===== config.mk =====
export PLATFORM = sky130hd
export DESIGN_NAME = rf_multiport_flat
export DESIGN_NICKNAME = d
export VERILOG_FILES = /design/src/rtl/rf_multiport_pkg.sv /design/src/rtl/rf_multiport_if.sv /design/src/rtl/rf_multiport_scoreboard.sv /design/src/rtl/rf_multiport.sv /design/src/flat_wrapper.sv
export SDC_FILE = /design/constraint.sdc
export NUM_CORES = 2
export LEC_CHECK = 0
export CORE_MARGIN = 10
export CORE_UTILIZATION = 38
export DETAILED_ROUTE_END_ITERATION = 16
export SYNTH_ARGS = -nofsm -noshare
export SYNTH_HDL_FRONTEND = slang
export SYNTH_SLANG_ARGS = --single-unit

===== constraint.sdc =====
create_clock -name i_clk -period 7.3 [get_ports i_clk]
set_input_delay 1.46 -clock i_clk [delete_from_list [all_inputs] [get_ports i_clk]]
set_output_delay 1.46 -clock i_clk [all_outputs]
set_load 0.02 [all_outputs]

===== src/rtl/rf_multiport_pkg.sv =====
// Shared defaults for the multi-port integer register file: widths, depth and the x0 index.
package rf_multiport_pkg;

    localparam int RF_XLEN_DEF  = 32;
    localparam int RF_NREGS_DEF = 32;
    localparam int RF_AW_DEF    = $clog2(RF_NREGS_DEF);
    localparam int RF_X0_IDX    = 0;

endpackage : rf_multiport_pkg


===== src/rtl/rf_multiport_if.sv =====
// Decode/writeback-side bundle of the register file: read, write, mark and conflict signals.
interface rf_multiport_if
    import rf_multiport_pkg::*;
#(
    parameter int XLEN  = RF_XLEN_DEF,
    parameter int NREGS = RF_NREGS_DEF,
    parameter int NRD   = 2,
    parameter int NWR   = 2,
    parameter int AW    = $clog2(NREGS)
);
    logic [NRD*AW-1:0]   i_rnum;
    logic [NRD*XLEN-1:0] o_rd;
    logic [NRD-1:0]      o_busy;
    logic [NWR-1:0]      i_wen;
    logic [NWR*AW-1:0]   i_wnum;
    logic [NWR*XLEN-1:0] i_wd;
    logic                i_mark_en;
    logic [AW-1:0]       i_mark_num;
    logic                o_wr_conflict;

    modport master (
        output i_rnum, i_wen, i_wnum, i_wd, i_mark_en, i_mark_num,
        input  o_rd, o_busy, o_wr_conflict
    );

    modport slave (
        input  i_rnum, i_wen, i_wnum, i_wd, i_mark_en, i_mark_num,
        output o_rd, o_busy, o_wr_conflict
    );

endinterface : rf_multiport_if


===== src/rtl/rf_multiport_scoreboard.sv =====
// Pending-write scoreboard: one busy bit per register, mark beats clear, x0 never busy.
module rf_scoreboard
    import rf_multiport_pkg::*;
#(
    parameter int NREGS = RF_NREGS_DEF,
    parameter int NRD   = 2,
    parameter int NWR   = 2,
    parameter int AW    = $clog2(NREGS)
) (
    input  logic              i_clk,
    input  logic              i_rstn,
    input  logic [NRD*AW-1:0] i_rnum,
    input  logic [NWR-1:0]    i_wen,
    input  logic [NWR*AW-1:0] i_wnum,
    input  logic              i_mark_en,
    input  logic [AW-1:0]     i_mark_num,
    input  logic [NRD-1:0]    i_byp_hit,
    output logic [NRD-1:0]    o_busy
);
    logic [NREGS-1:0] busy_r;
    logic [NREGS-1:0] busy_nxt_s;

    // Next busy vector: writes clear first so a same-cycle mark leaves the bit set
    always_comb begin
        busy_nxt_s = busy_r;
        for (int p = 0; p < NWR; p++) begin
            if (i_wen[p]) begin
                busy_nxt_s[i_wnum[p*AW +: AW]] = 1'b0;
            end else begin
                busy_nxt_s = busy_nxt_s;
            end
        end
        if (i_mark_en) begin
            busy_nxt_s[i_mark_num] = 1'b1;
        end else begin
            busy_nxt_s = busy_nxt_s;
        end
        busy_nxt_s[0] = 1'b0;
    end

    // Busy bit storage
    always_ff @(posedge i_clk or negedge i_rstn) begin
        if (!i_rstn) begin
            busy_r <= '0;
        end else begin
            busy_r <= busy_nxt_s;
        end
    end

    // Per-read-port busy lookup, suppressed when the read is being forwarded
    always_comb begin
        o_busy = '0;
        for (int k = 0; k < NRD; k++) begin
            o_busy[k] = busy_r[i_rnum[k*AW +: AW]] & ~i_byp_hit[k];
        end
    end

endmodule : rf_scoreboard


===== src/rtl/rf_multiport.sv =====
// Parametrised multi-port register file with x0 = 0, pending-write scoreboard and write-collision flag.
// Define RF_BYPASS_EN to forward same-cycle write data to matching read ports.
module rf_multiport
    import rf_multiport_pkg::*;
#(
    parameter int XLEN  = RF_XLEN_DEF,
    parameter int NREGS = RF_NREGS_DEF,
    parameter int NRD   = 2,
    parameter int NWR   = 2,
    parameter int AW    = $clog2(NREGS)
) (
    input  logic          i_clk,
    input  logic          i_rstn,
    rf_multiport_if.slave bus
);
    localparam logic [AW-1:0] X0_IDX = AW'(RF_X0_IDX);

    logic [XLEN-1:0]     regs_r [NREGS];
    logic                wr_conflict_r;
    logic                wr_conflict_s;
    logic [NWR-1:0]      wr_act_s;
    logic [NRD-1:0]      byp_hit_s;
    logic [NRD*XLEN-1:0] rd_s;
    logic [AW-1:0]       rnum_s;

    // A write port is live only when enabled and aimed at a real register
    always_comb begin
        wr_act_s = '0;
        for (int p = 0; p < NWR; p++) begin
            wr_act_s[p] = bus.i_wen[p] && (bus.i_wnum[p*AW +: AW] != X0_IDX);
        end
    end

    // Collision detect across every pair of live write ports
    always_comb begin
        wr_conflict_s = 1'b0;
        for (int i = 0; i < NWR; i++) begin
            for (int j = i + 1; j < NWR; j++) begin
                wr_conflict_s = wr_conflict_s | (wr_act_s[i] && wr_act_s[j] &&
                                (bus.i_wnum[i*AW +: AW] == bus.i_wnum[j*AW +: AW]));
            end
        end
    end

    // Storage: ascending port order so the highest-numbered port wins a collision
    always_ff @(posedge i_clk or negedge i_rstn) begin
        if (!i_rstn) begin
            for (int r = 0; r < NREGS; r++) begin
                regs_r[r] <= '0;
            end
        end else begin
            for (int p = 0; p < NWR; p++) begin
                if (wr_act_s[p]) begin
                    regs_r[bus.i_wnum[p*AW +: AW]] <= bus.i_wd[p*XLEN +: XLEN];
                end
            end
        end
    end

    // Conflict flag register
    always_ff @(posedge i_clk or negedge i_rstn) begin
        if (!i_rstn) begin
            wr_conflict_r <= 1'b0;
        end else begin
            wr_conflict_r <= wr_conflict_s;
        end
    end

    // Combinational read ports with optional same-cycle forwarding
    always_comb begin
        rd_s      = '0;
        byp_hit_s = '0;
        rnum_s    = '0;
        for (int k = 0; k < NRD; k++) begin
            rnum_s = bus.i_rnum[k*AW +: AW];
            if (rnum_s != X0_IDX) begin
                rd_s[k*XLEN +: XLEN] = regs_r[rnum_s];
            end else begin
                rd_s[k*XLEN +: XLEN] = '0;
            end
`ifdef RF_BYPASS_EN
            for (int p = 0; p < NWR; p++) begin
                if (wr_act_s[p] && (bus.i_wnum[p*AW +: AW] == rnum_s)) begin
                    rd_s[k*XLEN +: XLEN] = bus.i_wd[p*XLEN +: XLEN];
                    byp_hit_s[k]         = 1'b1;
                end else begin
                    byp_hit_s[k] = byp_hit_s[k];
                end
            end
`else
            byp_hit_s[k] = 1'b0;
`endif
        end
    end

    assign bus.o_rd          = rd_s;
    assign bus.o_wr_conflict = wr_conflict_r;

    rf_scoreboard #(
        .NREGS (NREGS),
        .NRD   (NRD),
        .NWR   (NWR),
        .AW    (AW)
    ) u_scoreboard (
        .i_clk      (i_clk),
        .i_rstn     (i_rstn),
        .i_rnum     (bus.i_rnum),
        .i_wen      (bus.i_wen),
        .i_wnum     (bus.i_wnum),
        .i_mark_en  (bus.i_mark_en),
        .i_mark_num (bus.i_mark_num),
        .i_byp_hit  (byp_hit_s),
        .o_busy     (bus.o_busy)
    );

endmodule : rf_multiport


===== src/flat_wrapper.sv =====
// flat-port wrapper written by rule: the top's interface ports become plain ports
module rf_multiport_flat import rf_multiport_pkg::*;
#(
    parameter int XLEN  = RF_XLEN_DEF,
    parameter int NREGS = RF_NREGS_DEF,
    parameter int NRD   = 2,
    parameter int NWR   = 2,
    parameter int AW    = $clog2(NREGS)
)
  (i_clk, i_rstn, bus_i_rnum, bus_i_wen, bus_i_wnum, bus_i_wd, bus_i_mark_en, bus_i_mark_num, bus_o_rd, bus_o_busy, bus_o_wr_conflict);
  rf_multiport_if #(.XLEN(XLEN), .NREGS(NREGS), .NRD(NRD), .NWR(NWR), .AW(AW)) bus_i ();
  input  logic i_clk;
  input  logic i_rstn;
  input wire logic [$bits(bus_i.i_rnum)-1:0] bus_i_rnum;
  input wire logic [$bits(bus_i.i_wen)-1:0] bus_i_wen;
  input wire logic [$bits(bus_i.i_wnum)-1:0] bus_i_wnum;
  input wire logic [$bits(bus_i.i_wd)-1:0] bus_i_wd;
  input wire logic [$bits(bus_i.i_mark_en)-1:0] bus_i_mark_en;
  input wire logic [$bits(bus_i.i_mark_num)-1:0] bus_i_mark_num;
  output wire logic [$bits(bus_i.o_rd)-1:0] bus_o_rd;
  output wire logic [$bits(bus_i.o_busy)-1:0] bus_o_busy;
  output wire logic [$bits(bus_i.o_wr_conflict)-1:0] bus_o_wr_conflict;
  assign bus_i.i_rnum = bus_i_rnum;
  assign bus_i.i_wen = bus_i_wen;
  assign bus_i.i_wnum = bus_i_wnum;
  assign bus_i.i_wd = bus_i_wd;
  assign bus_i.i_mark_en = bus_i_mark_en;
  assign bus_i.i_mark_num = bus_i_mark_num;
  assign bus_o_rd = bus_i.o_rd;
  assign bus_o_busy = bus_i.o_busy;
  assign bus_o_wr_conflict = bus_i.o_wr_conflict;
  rf_multiport #(.XLEN(XLEN), .NREGS(NREGS), .NRD(NRD), .NWR(NWR), .AW(AW)) u_core (.i_clk(i_clk), .i_rstn(i_rstn), .bus(bus_i));
endmodule

==> impl_metrics.toml <==
[route]
top_layer_used = "met5"
num_vias = 57010
routed-wl-met2_um = 129900
drcViolationCount = 0
post_drt_wl_per_cell_um = 37.57
wl_met3_um = 39790
dr.pass1.iters = 6
wirelength_um = 305700
drtAntennaViolNets = 0
via_per_inst = 7.007
m1WireLength_um = 104100
drt_iter0_drc = 9623

[floorplan]
die_h_um = 432.7
placementRows = 151
fp.dieW_um = 432.7
num_io_pins = 161
die_area_mm2 = 0.1872
coreArea_mm2 = 0.1693
start_util_pct = 38.22

[grt]
grt_usage_pct = 31.68
grt_pass1_wl_um = 428200
gr-total-overflow = 0
grt_max_degree = 170
grt_pass1_vias = 55110
antenna_found_initial = 32

[critical_path]
r2r_end = "u_core.regs_r[236]"
path_class = "input port to output pin"
worstPathArrival_ns = 5.30
required_ns = 5.84
crit_fanout = 45
r2r_cells = 2
end_kind = "output pin"
endpoint = "bus_o_rd[60]"
reg2reg_from = "u_core.regs_r[236]"
critPathLaunchType = "input port"
reg2reg_setup_slack_ns = 6.38
startpoint = "bus_i_rnum[5]"

[synthesis]
avgSynthCellArea_um2 = 10.61
yosysWarnings = 0
synth_nets = 6194
yosysSeqAreaShare_pct = 40.84
synth_area_leaders = "dfrtp_1, mux4_2, mux2i_1"
synth-main-ff-cell = "dfrtp_1"
synth.top_cell.area_share_pct = 40.84
yosysTopAreaCell = "dfrtp_1"
synth-edff-count = 0
async_reset_ff_share_pct = 100.0
yosysMostFrequentCell = "dfrtp_1"
synth_cell_type_count = 52
mappedNetlistArea_mm2 = 0.06471
synthTopCellsByCount = "dfrtp_1, mux2i_1, nor2_1"
syn_inst = 6100
ys_ff_latch = 1056

[cts]
cts_tree = "yes"
cts-root-buf = "clkbuf_16"
cts_buffer_depth = 3
clkSinkCount = 1056
numCtsBuffers = 116
htreeDepth = 3
cts_resized = 0
hold_buffers = 0
clk_pin_slew_worst_paths_ns = 0.06
clock_latency_ns = 0.81
postCtsSetupBuffers = 0

[timing]
setup_tns_ns = 0
rsz0062_at_grt = "false"
hold_viol = 0
setup_viol = 0
timing.slew.headroom_pct = 0.8432
worstMarginPinSlew_ns = 1.486
period_share_pct = 92.57
skew_ns = 0
slew_violations = 0
timing.final.crit_period_ns = 6.757
max_freq_mhz = 148.0

[place]
port_buffers = 160
dp_hpwl_um = 178000
place.gp.congestion = 0.9384
placed_cell_area_mm2 = 0.06846

[power_and_ir_drop]
switchingPower_uw = 6653
internal_power_uw = 13760
p_comb_share_pct = 26.7
switching_share_pct = 32.59
peakVddDrop_v = 0.0002008
total_power_uw = 20410
p_seq_share_pct = 42.4
power.leakage_uw = 0.03215
powerDensity_mw_per_mm2 = 281.7
pwr-share-clk_pct = 30.8

[final_layout]
nFillCells = 15780
nets = 5893
drive_gt1_share_pct = 19.02
final_area_mm2 = 0.07247
syn2layout_area_growth_pct = 11.99

[outcome]
violations = "max-capacitance violations"
status = "finished with violations"

[hold_path]
hp-class = "register to register"
whs_path_depth = 0

[run]
maxCapViolCount = 2
-- stage by stage --
step	hold slack (ns)	setup slack, ns	utilization (%)	std cells
floorplan	0.4246	2.597	-	6100
global placement	0.3605	0.8925	40.44	7899
detailed placement	0.3635	0.8840	40.44	7899
CTS	0.3790	0.8764	42.78	8116
global route	0.3915	0.5818	42.79	8125
finish	0.3778	0.5427	42.81	8136
-- power by group through the flow --
stage	Sequential (uW)	Combinational [uW]	Clock (uW)
5_1_grt	8770	5800	6510
3_3_place_gp	8570	5240	0
3_5_place_dp	8630	5350	0
4_1_cts	8550	5360	6270
6_report	8660	5460	6290
2_1_floorplan	8140	3880	0
-- area by class of cell --
class                           instances  area [um2]  share of cell area [%]
Sequential cell                      1056       26430                   36.47
Clock inverter                         43       551.8                  0.7614
Inverter                                3       13.76                 0.01899
Clock buffer                          174        3401                   4.693
Timing Repair Buffer                  375        3593                   4.959
Antenna cell                           20       50.05                 0.06906
Tap cell                             2218        2775                   3.830
Multi-Input combinational cell       4247       35660                   49.20
-- cells in the final DEF, fill, tap and decap left out, types with 20 or more instances in the layout --
cell             Yosys  routed
and2_1              35      34
a22oi_1            478     478
diode_2              0      20
mux4_2             495     495
a211oi_1            32      32
a21oi_1            512     512
a311oi_1            32      32
clkdlybuf4s50_1      0     149
buf_12               0      29
mux2_2              98      98
o21ai_1            523     523
a32oi_1             37      37
nand3_4              0      31
a32o_1              31      31
clkbuf_16            0     116
clkbuf_1           549      30
mux2i_1            635     635
nor2_4               0      30
o211a_1             24      24
clkinv_2             0      22
dfrtp_1           1056    1056
nor2_1             550     515
buf_4               17     188
a221oi_1            93      93
nand2_1            513     497
clkbuf_8             0      29
o21ai_0             23      23
nor2_2              15      20
-- critical path, cell delays in order --
cell             delay, ns
buf_8                 0.41
buf_12                0.29
mux4_2                0.52
mux2_2                0.34
a221oi_1              0.95
a221oi_1              0.40
buf_4                 0.28
clkdlybuf4s50_1       0.54
-- routing by layer --
metal  global-route usage (%)  vias to the layer above
li1                         -                    22300
met1                    37.42                    28330
met2                    45.93                     4864
met3                    10.73                     1482
met4                    27.48                       30
met5                   0.3329                        -
-- how the worst min path moves through the flow --
stage | from | end | slack (ns)
after floorplan | u_core.regs_r[1023] | u_core.regs_r[1023] | 0.42
after global placement | u_core.regs_r[1023] | u_core.regs_r[1023] | 0.36
after detailed placement | u_core.regs_r[993] | u_core.regs_r[993] | 0.36
after CTS | u_core.regs_r[993] | u_core.regs_r[993] | 0.38
after global routing | u_core.regs_r[998] | u_core.regs_r[998] | 0.39
final | u_core.regs_r[993] | u_core.regs_r[993] | 0.38
-- kinds of logic (layout without fill, tap and decap cells) --
logic type      after synthesis  count (layout)  synth area share (%)
mux                        1232            1232                 28.83
other cells                   0              20                     0
xor+xnor                      4               4               0.05415
buf+inv                     797             595                 5.271
flops                      1056            1056                 40.84
simple gates               1212            1212                 7.665
compound gates             1799            1799                 17.34
-- registers in the layout, summed over array words and instances, names as in the netlist --
register and cells:
u_core.bus.o_wr_conflict 1, u_core.u_scoreboard.busy_r 31, u_core.regs_r 1024
Power figures use the tool's default switching activity.
